**src/rtl/frame_buffer_sched.sv**
```systemverilog
// -----------------------------------------------------------------------------
// frame_buffer_sched
//   Sequences a single-clock camera frame buffer built on a 6-bit simple
//   dual-port RAM holding IMG_W x IMG_H pixels. One camera frame is written
//   into the RAM, after which the LCD path reads it back with a wrap-around
//   pan offset (X_OFF, Y_OFF). After RECAP_FRAMES LCD frames, or on an
//   explicit capture_req, the scheduler waits for the next camera frame and
//   recaptures.
//
// Ports
//   PixelClk     in   system / pixel clock, rising edge
//   reset        in   asynchronous reset, active-high
//   cam_vsync    in   camera vsync, high = vertical blank, falling edge = frame start
//   cam_href     in   camera line valid, one pixel per clock while high
//   cam_data     in   8-bit camera luma
//   capture_req  in   one-cycle recapture request
//   lcd_vstart   in   one-cycle pulse at start of each LCD frame
//   lcd_de       in   LCD active-pixel enable
//   wr_en        out  RAM write strobe
//   wr_addr      out  RAM write address
//   wr_data      out  RAM write data (cam_data[7:2])
//   rd_addr      out  RAM read address
//   rd_valid     out  RAM dout holds a valid image pixel
//   frame_done   out  one-cycle pulse when a capture completes
//   short_frame  out  one-cycle pulse when a capture is aborted by vsync
//   state        out  0 = WAIT_VS, 1 = CAPTURE, 2 = SHOW
// -----------------------------------------------------------------------------
module frame_buffer_sched #(
  parameter int IMG_W        = 640,
  parameter int IMG_H        = 180,
  parameter int ADDR_W       = 17,
  parameter int X_OFF        = 375,
  parameter int Y_OFF        = 28,
  parameter int RECAP_FRAMES = 16
) (
  input  logic              PixelClk,
  input  logic              reset,
  input  logic              cam_vsync,
  input  logic              cam_href,
  input  logic [7:0]        cam_data,
  input  logic              capture_req,
  input  logic              lcd_vstart,
  input  logic              lcd_de,
  output logic              wr_en,
  output logic [ADDR_W-1:0] wr_addr,
  output logic [5:0]        wr_data,
  output logic [ADDR_W-1:0] rd_addr,
  output logic              rd_valid,
  output logic              frame_done,
  output logic              short_frame,
  output logic [1:0]        state
);

  localparam int XW = (IMG_W > 1) ? $clog2(IMG_W) : 1;
  localparam int YW = (IMG_H > 1) ? $clog2(IMG_H) : 1;

  localparam logic [ADDR_W-1:0] LAST_ADDR   = ADDR_W'(IMG_W * IMG_H - 1);
  localparam logic [ADDR_W-1:0] YBASE_START = ADDR_W'(Y_OFF * IMG_W);
  localparam logic [ADDR_W-1:0] LINE_STEP   = ADDR_W'(IMG_W);
  localparam logic [XW-1:0]     X_START     = XW'(X_OFF);
  localparam logic [XW-1:0]     X_LAST      = XW'(IMG_W - 1);
  localparam logic [YW-1:0]     Y_START     = YW'(Y_OFF);
  localparam logic [YW-1:0]     Y_LAST      = YW'(IMG_H - 1);
  localparam logic [7:0]        RECAP_LAST  = 8'(RECAP_FRAMES);

  typedef enum logic [1:0] {
    ST_WAIT_VS = 2'd0,
    ST_CAPTURE = 2'd1,
    ST_SHOW    = 2'd2
  } state_t;

  state_t              r_state;
  state_t              w_state_nxt;

  logic                r_vs_q;
  logic                r_de_q;
  logic                r_de_d1;
  logic [ADDR_W-1:0]   r_wr_cnt;
  logic [7:0]          r_recap_cnt;
  logic [XW-1:0]       r_rd_x;
  logic [YW-1:0]       r_rd_y;
  logic [ADDR_W-1:0]   r_rd_ybase;

  logic                w_vs_fall;
  logic                w_vs_rise;
  logic                w_de_fall;
  logic                w_last_wr;
  logic                w_done;
  logic                w_short;
  logic [7:0]          w_recap_inc;
  logic                w_unused_lsbs;

  // The two luma LSBs are dropped by the 6-bit RAM.
  assign w_unused_lsbs = ^cam_data[1:0];

  assign w_vs_fall   = r_vs_q & ~cam_vsync;
  assign w_vs_rise   = ~r_vs_q & cam_vsync;
  assign w_de_fall   = r_de_q & ~lcd_de;
  assign w_last_wr   = cam_href & (r_wr_cnt == LAST_ADDR);
  assign w_recap_inc = r_recap_cnt + 8'd1;
  assign state       = r_state;

  // Next-state logic and one-cycle status pulse requests.
  always_comb begin
    w_state_nxt = r_state;
    w_done      = 1'b0;
    w_short     = 1'b0;
    case (r_state)
      ST_WAIT_VS: begin
        if (w_vs_fall) begin
          w_state_nxt = ST_CAPTURE;
        end else begin
          w_state_nxt = ST_WAIT_VS;
        end
      end
      ST_CAPTURE: begin
        // Completion is checked first so a final write coinciding with
        // vsync rising still counts as a full frame.
        if (state_t'(r_state) == ST_CAPTURE && w_last_wr) begin
          w_state_nxt = ST_SHOW;
          w_done      = 1'b1;
        end else if (w_vs_rise) begin
          w_state_nxt = ST_WAIT_VS;
          w_short     = 1'b1;
        end else begin
          w_state_nxt = ST_CAPTURE;
        end
      end
      ST_SHOW: begin
        if (capture_req) begin
          w_state_nxt = ST_WAIT_VS;
        end else if (lcd_vstart && (w_recap_inc == RECAP_LAST)) begin
          w_state_nxt = ST_WAIT_VS;
        end else begin
          w_state_nxt = ST_SHOW;
        end
      end
      default: begin
        w_state_nxt = ST_WAIT_VS;
      end
    endcase
  end

  // State register, status pulses and recapture frame counter.
  always_ff @(posedge PixelClk or posedge reset) begin
    if (reset) begin
      r_state     <= ST_WAIT_VS;
      frame_done  <= 1'b0;
      short_frame <= 1'b0;
      r_recap_cnt <= 8'd0;
    end else begin
      r_state     <= w_state_nxt;
      frame_done  <= w_done;
      short_frame <= w_short;
      if (w_done) begin
        r_recap_cnt <= 8'd0;
      end else if ((r_state == ST_SHOW) && lcd_vstart && !capture_req) begin
        r_recap_cnt <= w_recap_inc;
      end
    end
  end

  // Input edge history and the two-stage read-valid pipeline.
  always_ff @(posedge PixelClk or posedge reset) begin
    if (reset) begin
      r_vs_q   <= 1'b1;
      r_de_q   <= 1'b0;
      r_de_d1  <= 1'b0;
      rd_valid <= 1'b0;
    end else begin
      r_vs_q   <= cam_vsync;
      r_de_q   <= lcd_de;
      // Stage 1 tracks the address register, stage 2 the RAM output register.
      r_de_d1  <= lcd_de & (r_state == ST_SHOW);
      rd_valid <= r_de_d1 & (r_state != ST_CAPTURE);
    end
  end

  // Camera write path: address counter plus registered RAM write port.
  always_ff @(posedge PixelClk or posedge reset) begin
    if (reset) begin
      wr_en    <= 1'b0;
      wr_addr  <= '0;
      wr_data  <= 6'd0;
      r_wr_cnt <= '0;
    end else begin
      wr_en <= 1'b0;
      case (r_state)
        ST_WAIT_VS: begin
          if (w_vs_fall) begin
            r_wr_cnt <= '0;
          end
        end
        ST_CAPTURE: begin
          if (cam_href) begin
            wr_en   <= 1'b1;
            wr_addr <= r_wr_cnt;
            wr_data <= cam_data[7:2];
            // Hold at the last address so the counter cannot wrap.
            if (!w_last_wr) begin
              r_wr_cnt <= r_wr_cnt + ADDR_W'(1);
            end
          end
        end
        default: begin
        end
      endcase
    end
  end

  // LCD read path: panned x/y walk with an incrementally maintained line
  // base, so no multiply is needed to form rd_addr.
  always_ff @(posedge PixelClk or posedge reset) begin
    if (reset) begin
      rd_addr    <= '0;
      r_rd_x     <= '0;
      r_rd_y     <= '0;
      r_rd_ybase <= '0;
    end else if (r_state == ST_SHOW) begin
      if (lcd_vstart) begin
        r_rd_x     <= X_START;
        r_rd_y     <= Y_START;
        r_rd_ybase <= YBASE_START;
      end else if (lcd_de) begin
        rd_addr <= r_rd_ybase + ADDR_W'(r_rd_x);
        if (r_rd_x == X_LAST) begin
          r_rd_x <= '0;
        end else begin
          r_rd_x <= r_rd_x + XW'(1);
        end
      end else if (w_de_fall) begin
        r_rd_x <= X_START;
        if (r_rd_y == Y_LAST) begin
          r_rd_y     <= '0;
          r_rd_ybase <= '0;
        end else begin
          r_rd_y     <= r_rd_y + YW'(1);
          r_rd_ybase <= r_rd_ybase + LINE_STEP;
        end
      end
    end
  end

endmodule

```
**config.mk**
```make
export PLATFORM = sky130hd
export DESIGN_NAME = frame_buffer_sched
export DESIGN_NICKNAME = d
export VERILOG_FILES = /design/src/rtl/frame_buffer_sched.sv
export SDC_FILE = /design/constraint.sdc
export NUM_CORES = 1
export LEC_CHECK = 0
export BUFFER_PORTS_ARGS = -buffer_cell sky130_fd_sc_hd__buf_2
export CAP_MARGIN = 20
export CORE_MARGIN = 2
export CORE_UTILIZATION = 48
export CTS_CLUSTER_DIAMETER = 40
export CTS_CLUSTER_SIZE = 8
export DETAILED_ROUTE_END_ITERATION = 12
export MAX_ROUTING_LAYER = met4
export PLACE_DENSITY = 0.7
export SLEW_MARGIN = 20
export SYNTH_ARGS = -nofsm -noshare
export SYNTH_HDL_FRONTEND = slang
export SYNTH_SLANG_ARGS = --single-unit
```
**constraint.sdc**
```tcl
create_clock -name PixelClk -period 3.6 [get_ports PixelClk]
set_input_delay 0.54 -clock PixelClk [delete_from_list [all_inputs] [get_ports PixelClk]]
set_output_delay 0.54 -clock PixelClk [all_outputs]
set_load 0.05 [all_outputs]
```
Yosys cells after proc, flatten, opt, wreduce, memory -nomap -nowiden
Cells that the tools add are included.
{"block": "totals", "register_bits": 109, "inputBits": 15, "output_inout_bits": 46, "wordCells": 89}
{"block": "op_classes", "add_sub_neg": 6, "n_eq_ne": 11, "muxes": 31, "bitwise": 10, "reduce_logical": 15}
{"cell": "$mux 17", "n": 7}
{"cell": "$mux 8", "n": 6}
{"cell": "$mux 10", "n": 4}
{"cell": "$pmux 17 s2", "n": 1}
{"cell": "$add 17x1->17 const B", "n": 1}
{"cell": "$add 17x10->17", "n": 1}
{"cell": "$add 17x10->17 const B", "n": 1}
{"cell": "$eq 17x17->1 const B", "n": 1}
{"cell": "$add 8x1->8 const B", "n": 2}
{"cell": "$add 10x1->10 const B", "n": 1}
{"cell": "$eq 10x10->1 const B", "n": 1}
{"cell": "$mux 1", "n": 9}
{"cell": "$eq 8x5->1 const B", "n": 1}
{"cell": "$eq 8x8->1 const B", "n": 1}
{"cell": "$ne 2x2->1 const B", "n": 4}
{"cell": "$and 1x1->1", "n": 6}
{"cell": "$mux 2", "n": 3}
{"cell": "$pmux 2 s3", "n": 1}
{"cell": "$reduce_and 3->1", "n": 2}
{"cell": "$reduce_bool 2->1", "n": 3}
{"cell": "$logic_and 1x1->1", "n": 4}
{"cell": "$not 1->1", "n": 4}
{"cell": "$reduce_and 2->1", "n": 2}
{"cell": "$reduce_and 4->1", "n": 1}
{"cell": "6 further kinds", "n": 6}

Depth between registers and ports, before layout
{"block": "logic_depth", "word_depth": 6, "mapped_depth": 8, "ltp_nobuf": 6}

Least setup slack after synthesis
No wires, ideal clock.
{"block": "synth_path", "path_type": "reg2reg", "start": "register r_state[0] (netlist: state[0])", "end": "register r_wr_cnt[9]", "arrival_ns": 2.136, "t_required_ns": 3.522, "setup_slack_ns": 1.386, "stages_incl_launch_ff": 8, "path_cell_list": "dfrtp_1 -> buf_6 -> nor4b_4 -> nor2_1 -> a31o_1 -> buf_6 -> or4_1 -> a21oi_1"}
{"block": "synth_via", "elab_chain_cells": 3, "elab_cells_between_ends": 8}
{"element": "start: declaration", "line_no": "72", "rtl": "state_t r_state;"}
{"element": "start signal: assignment", "line_no": "152", "rtl": "r_state <= w_state_nxt;"}
{"element": "$eq 2x1->1 or $logic_not 2->1 (tied branches)", "line_no": "188", "rtl": "case (r_state)"}
{"element": "$ne 2x2->1 (no line) or $reduce_bool 2->1 (tied branches)"}
{"element": "$reduce_and 4->1 (no line)"}
{"element": "end signal: assignment", "line_no": "201", "rtl": "r_wr_cnt <= r_wr_cnt + ADDR_W'(1);"}
{"element": "end: declaration", "line_no": "78", "rtl": "logic [ADDR_W-1:0] r_wr_cnt;"}
Parallel ways exist; a longest one is shown, timed or not.
A chain may end at the register's enable or synchronous reset.

Worst setup path in the final report
{"block": "layout_path", "start": "register r_state[0] (netlist: state[0])", "end": "register r_rd_ybase[16]"}
{"block": "layout_via", "elab_chain_cells": 2}
{"element": "$eq 2x2->1", "line_no": "219", "rtl": "end else if (r_state == ST_SHOW) begin"}
{"element": "$reduce_and 3->1 (no line)"}
{"element": "end signal: assignment", "line_no": "238", "rtl": "r_rd_ybase <= r_rd_ybase + LINE_STEP;"}
{"element": "end: declaration", "line_no": "82", "rtl": "logic [ADDR_W-1:0] r_rd_ybase;"}
Every way passes these cells.

==> impl_results.md <==
- Status: finished clean
- Nets@finish: 609
- Post-CTS Setup Inserts: 0
- Post-synthesis sequential area ratio: 51.91%
- RSZ-0062 raised after global routing: no
- CTS Sinks: 102
- H-tree levels: 3
- CP Class: register to register
- Post-Synth XOR/XNOR Area: 6.409%
- DP HPWL: 6653 µm
- Die area: 0.01108 mm²
- Crit path cell chain: nor2b_1 > o21ai_2 > or3_1 > or3_1 > a21oi_1
- Crit-path most repeated cell: or3_1
- Clk Latency, worst-skew pair: 0.37 ns
- Initial antenna violation count: 0
- Netlist cell types: 55
- GP Congestion: 0.8308
- Drt wl/cell: 13.28 µm
- Final WL: 9599 µm
- Post-DRT Antenna Nets: 0
- Pleak: 2.732 nW
- FP Rows: 36
- Pwr Density: 414.8 mW/mm²
- Mean Syn Cell Area: 9.248 µm²
- CTS tree: built
- Area growth from synthesis to layout: 11.85%
- Gr ovfl total: 0
- Yosys warns: 0
- Worst endpoint required time: 3.90 ns
- Horiz. Die Dim: 105.2 µm
- Die height: 105.2 µm
- Synthesized cell area: 0.004920 mm²
- Setup Viol. Count Final: 0
- Post-route setup TNS: 0 ns
- Synth Flop Type: dfrtp_1
- Share of synthesized registers carrying an async set or reset: 100.0%
- Core area: 0.009864 mm²
- Worst path slowest cell: dfrtp_1
- EDFF count, synth: 0
- CP Data Arrival Time: 2.80 ns
- Share of layout cells above drive strength 1: 14.75%
- Main combinational cell family by area after synthesis: simple AND/OR/NAND/NOR gates
- Hold Vio Cnt, Final: 0
- Clock skew: 0.007292 ns
- Max FO, Critical Path: 19
- Fmax: 0.4006 GHz
- IO Pins: 61
- PostCTS Resize Cnt: 0
- Endpoint type of the worst setup path: register
- Pre-antenna DRT Iters: 4
- # DRC: 0
- Post-synthesis mux area share: 0.2035%
- DR vias: 3830
- Number of global-route vias before repair: 3685
- Synth Net Count: 556
- HP Class: input pin to async pin
- Synth Area in Adders: 2.289%
- Hold-fix buffers, CTS: 0
- Root Buffer: clkbuf_8
- Yosys reg bits: 102
- Worst VDD drop: 0.0002307 V
- Simple-Gate Fraction of Synth Area: 27.11%
- CP max stage delay: 0.57 ns
- Largest net degree at the start of global routing: 83
- Initial Util: 49.87%
- Gr usage total: 18.70%
- Diodes inserted: 0
- Critical Path Source Type: register
- Mapped Cells: 532
- First-pass GRT wire length: 16570 µm
- Initial DRC Count: 198
- Max_slew headroom: 51.70%
- Total of max-cap violations: 0
- Clock-pin slew on the worst setup and hold paths: 0.09 ns
- Compound-gate portion of the synthesized area: 9.766%
- Via density: 5.297
- Final worst path period need: 2.496 ns
- CP Launch Point: state[0]
- FF-to-FF Start: state[0]
- Layout Utilization: 55.78%
- Total CTS buffers: 9
- Clock buffer depth: 2
- Slew at the pin closest to its max-slew limit: 0.7245 ns
- Port Buf Inserts: 58
- Fin crit share: 69.34%
- Max-slew violation count: 0
[cells in the final DEF, fill, tap and decap left out, drive strengths merged, types with 2 or more instances in the layout]
cell       n
and2       6
nand2    139
nand4      7
nor2      50
nand2b     4
a211oi     2
or4        2
xnor2     18
clkinv     3
o211ai     2
nand3     24
a31oi      5
ha         9
o31ai      5
nor3       7
o21a       2
clkbuf    12
xor2      18
buf       62
nor3b      5
or3        8
nor2b      8
o21ai     30
dfrtp    101
inv        5
nor4b      3
nor4       3
and3      10
a2111oi    2
a21oi     18
[critical path: cells and delay by family (launching register included)]
kind | cells | cell delay (ns)
AO/OA/AOI/OAI | 2 | 0.49
flip-flops | 1 | 0.57
AND/OR/NAND/NOR | 3 | 1.36
[registers in the layout, summed over array words and instances (netlist names), 2 cells and up]
register     flops
wr_data          6
r_rd_ybase      10
r_wr_cnt        17
wr_addr         17
r_recap_cnt      8
state            2
r_rd_y           8
rd_addr         17
r_rd_x          10
[stage by stage]
step / setup WS [ns] / std cells / cell area (µm²) / total power [mW] / hold slack, ns
global placement: 1.112 / 707 / 5318 / 1.604 / 0.4524
finish: 1.104 / 723 / 5503 / 2.283 / 0.2980
floorplan: 0.3862 / 532 / 4920 / 1.527 / 0.4277
global route: 0.8475 / 723 / 5503 / 2.384 / 0.3006
CTS: 1.098 / 723 / 5500 / 2.305 / 0.3059
detailed placement: 1.108 / 707 / 5318 / 1.611 / 0.4571
[cell usage after synthesis (2+ instances only)]
cell | instances | area share [%]
xnor2_1 | 18 | 3.2
nor2_1 | 49 | 3.7
nor3_1 | 7 | 0.71
o21a_1 | 2 | 0.31
and2_1 | 6 | 0.76
o211ai_1 | 2 | 0.31
o21ai_0 | 29 | 3.0
clkbuf_1 | 15 | 1.1
nand4_1 | 7 | 0.89
nor4_1 | 2 | 0.25
and3_1 | 10 | 1.3
ha_1 | 9 | 2.3
nand3_1 | 24 | 2.4
a21oi_1 | 18 | 1.8
buf_6 | 2 | 0.46
or4_1 | 2 | 0.31
or3_1 | 8 | 1.0
inv_1 | 5 | 0.38
nor4b_1 | 2 | 0.36
a31oi_1 | 5 | 0.64
buf_1 | 2 | 0.15
nor3b_1 | 5 | 0.76
a211oi_1 | 2 | 0.31
xor2_1 | 18 | 3.2
nand2_1 | 139 | 11
o31ai_1 | 5 | 0.76
nand2b_1 | 4 | 0.51
nor2b_1 | 8 | 1.0
dfrtp_1 | 101 | 51
[per-layer routing]
metal / share of wire, % / vias to the layer above / GRT usage (%) / routed length, µm
met5: 0 / - / - / 0
met4: 1.8 / 0 / 6.857 / 169
met3: 4.8 / 14 / 4.576 / 464
met2: 47 / 85 / 29.54 / 4549
met1: 46 / 1818 / 23.47 / 4416
li1: - / 1913 / - / -
[kinds of logic after synthesis]
family,count (synthesis)
AOI/OAI and AO/OA,75
buffers and inverters,26
and+or+nand+nor,283
muxes,1
adders and majority gates,9
xor gates and xnor gates,36
DFF,102
[power by group]
group          switching, mW  internal (mW)  leakage [nW]
registers             0.0517           1.20          1.40
logic                  0.259         0.0743          1.24
clock network          0.379          0.320        0.0904
[area by class of cell]
type	instances	area, µm²
Clock inverter	4	47.55
Multi-Input combinational cell	404	2252
Sequential cell	102	2554
Clock buffer	12	135.1
Timing Repair Buffer	62	320.3
Inverter	6	27.53
Tap cell	133	166.4
Fill cell	894	4362
[worst paths after layout]
path                       slack, ns        endpoint  depth (start not counted)
min reg2reg                     0.47      wr_addr[8]                          2
min                             0.30       r_rd_y[5]                          2
max reg2reg                     1.10  r_rd_ybase[16]                          5
max in group asynchronous       2.55      wr_data[2]                          3
max                             1.10  r_rd_ybase[16]                          5
min in group PixelClk           0.31          r_vs_q                          1
(Power assumes the default switching activity.)
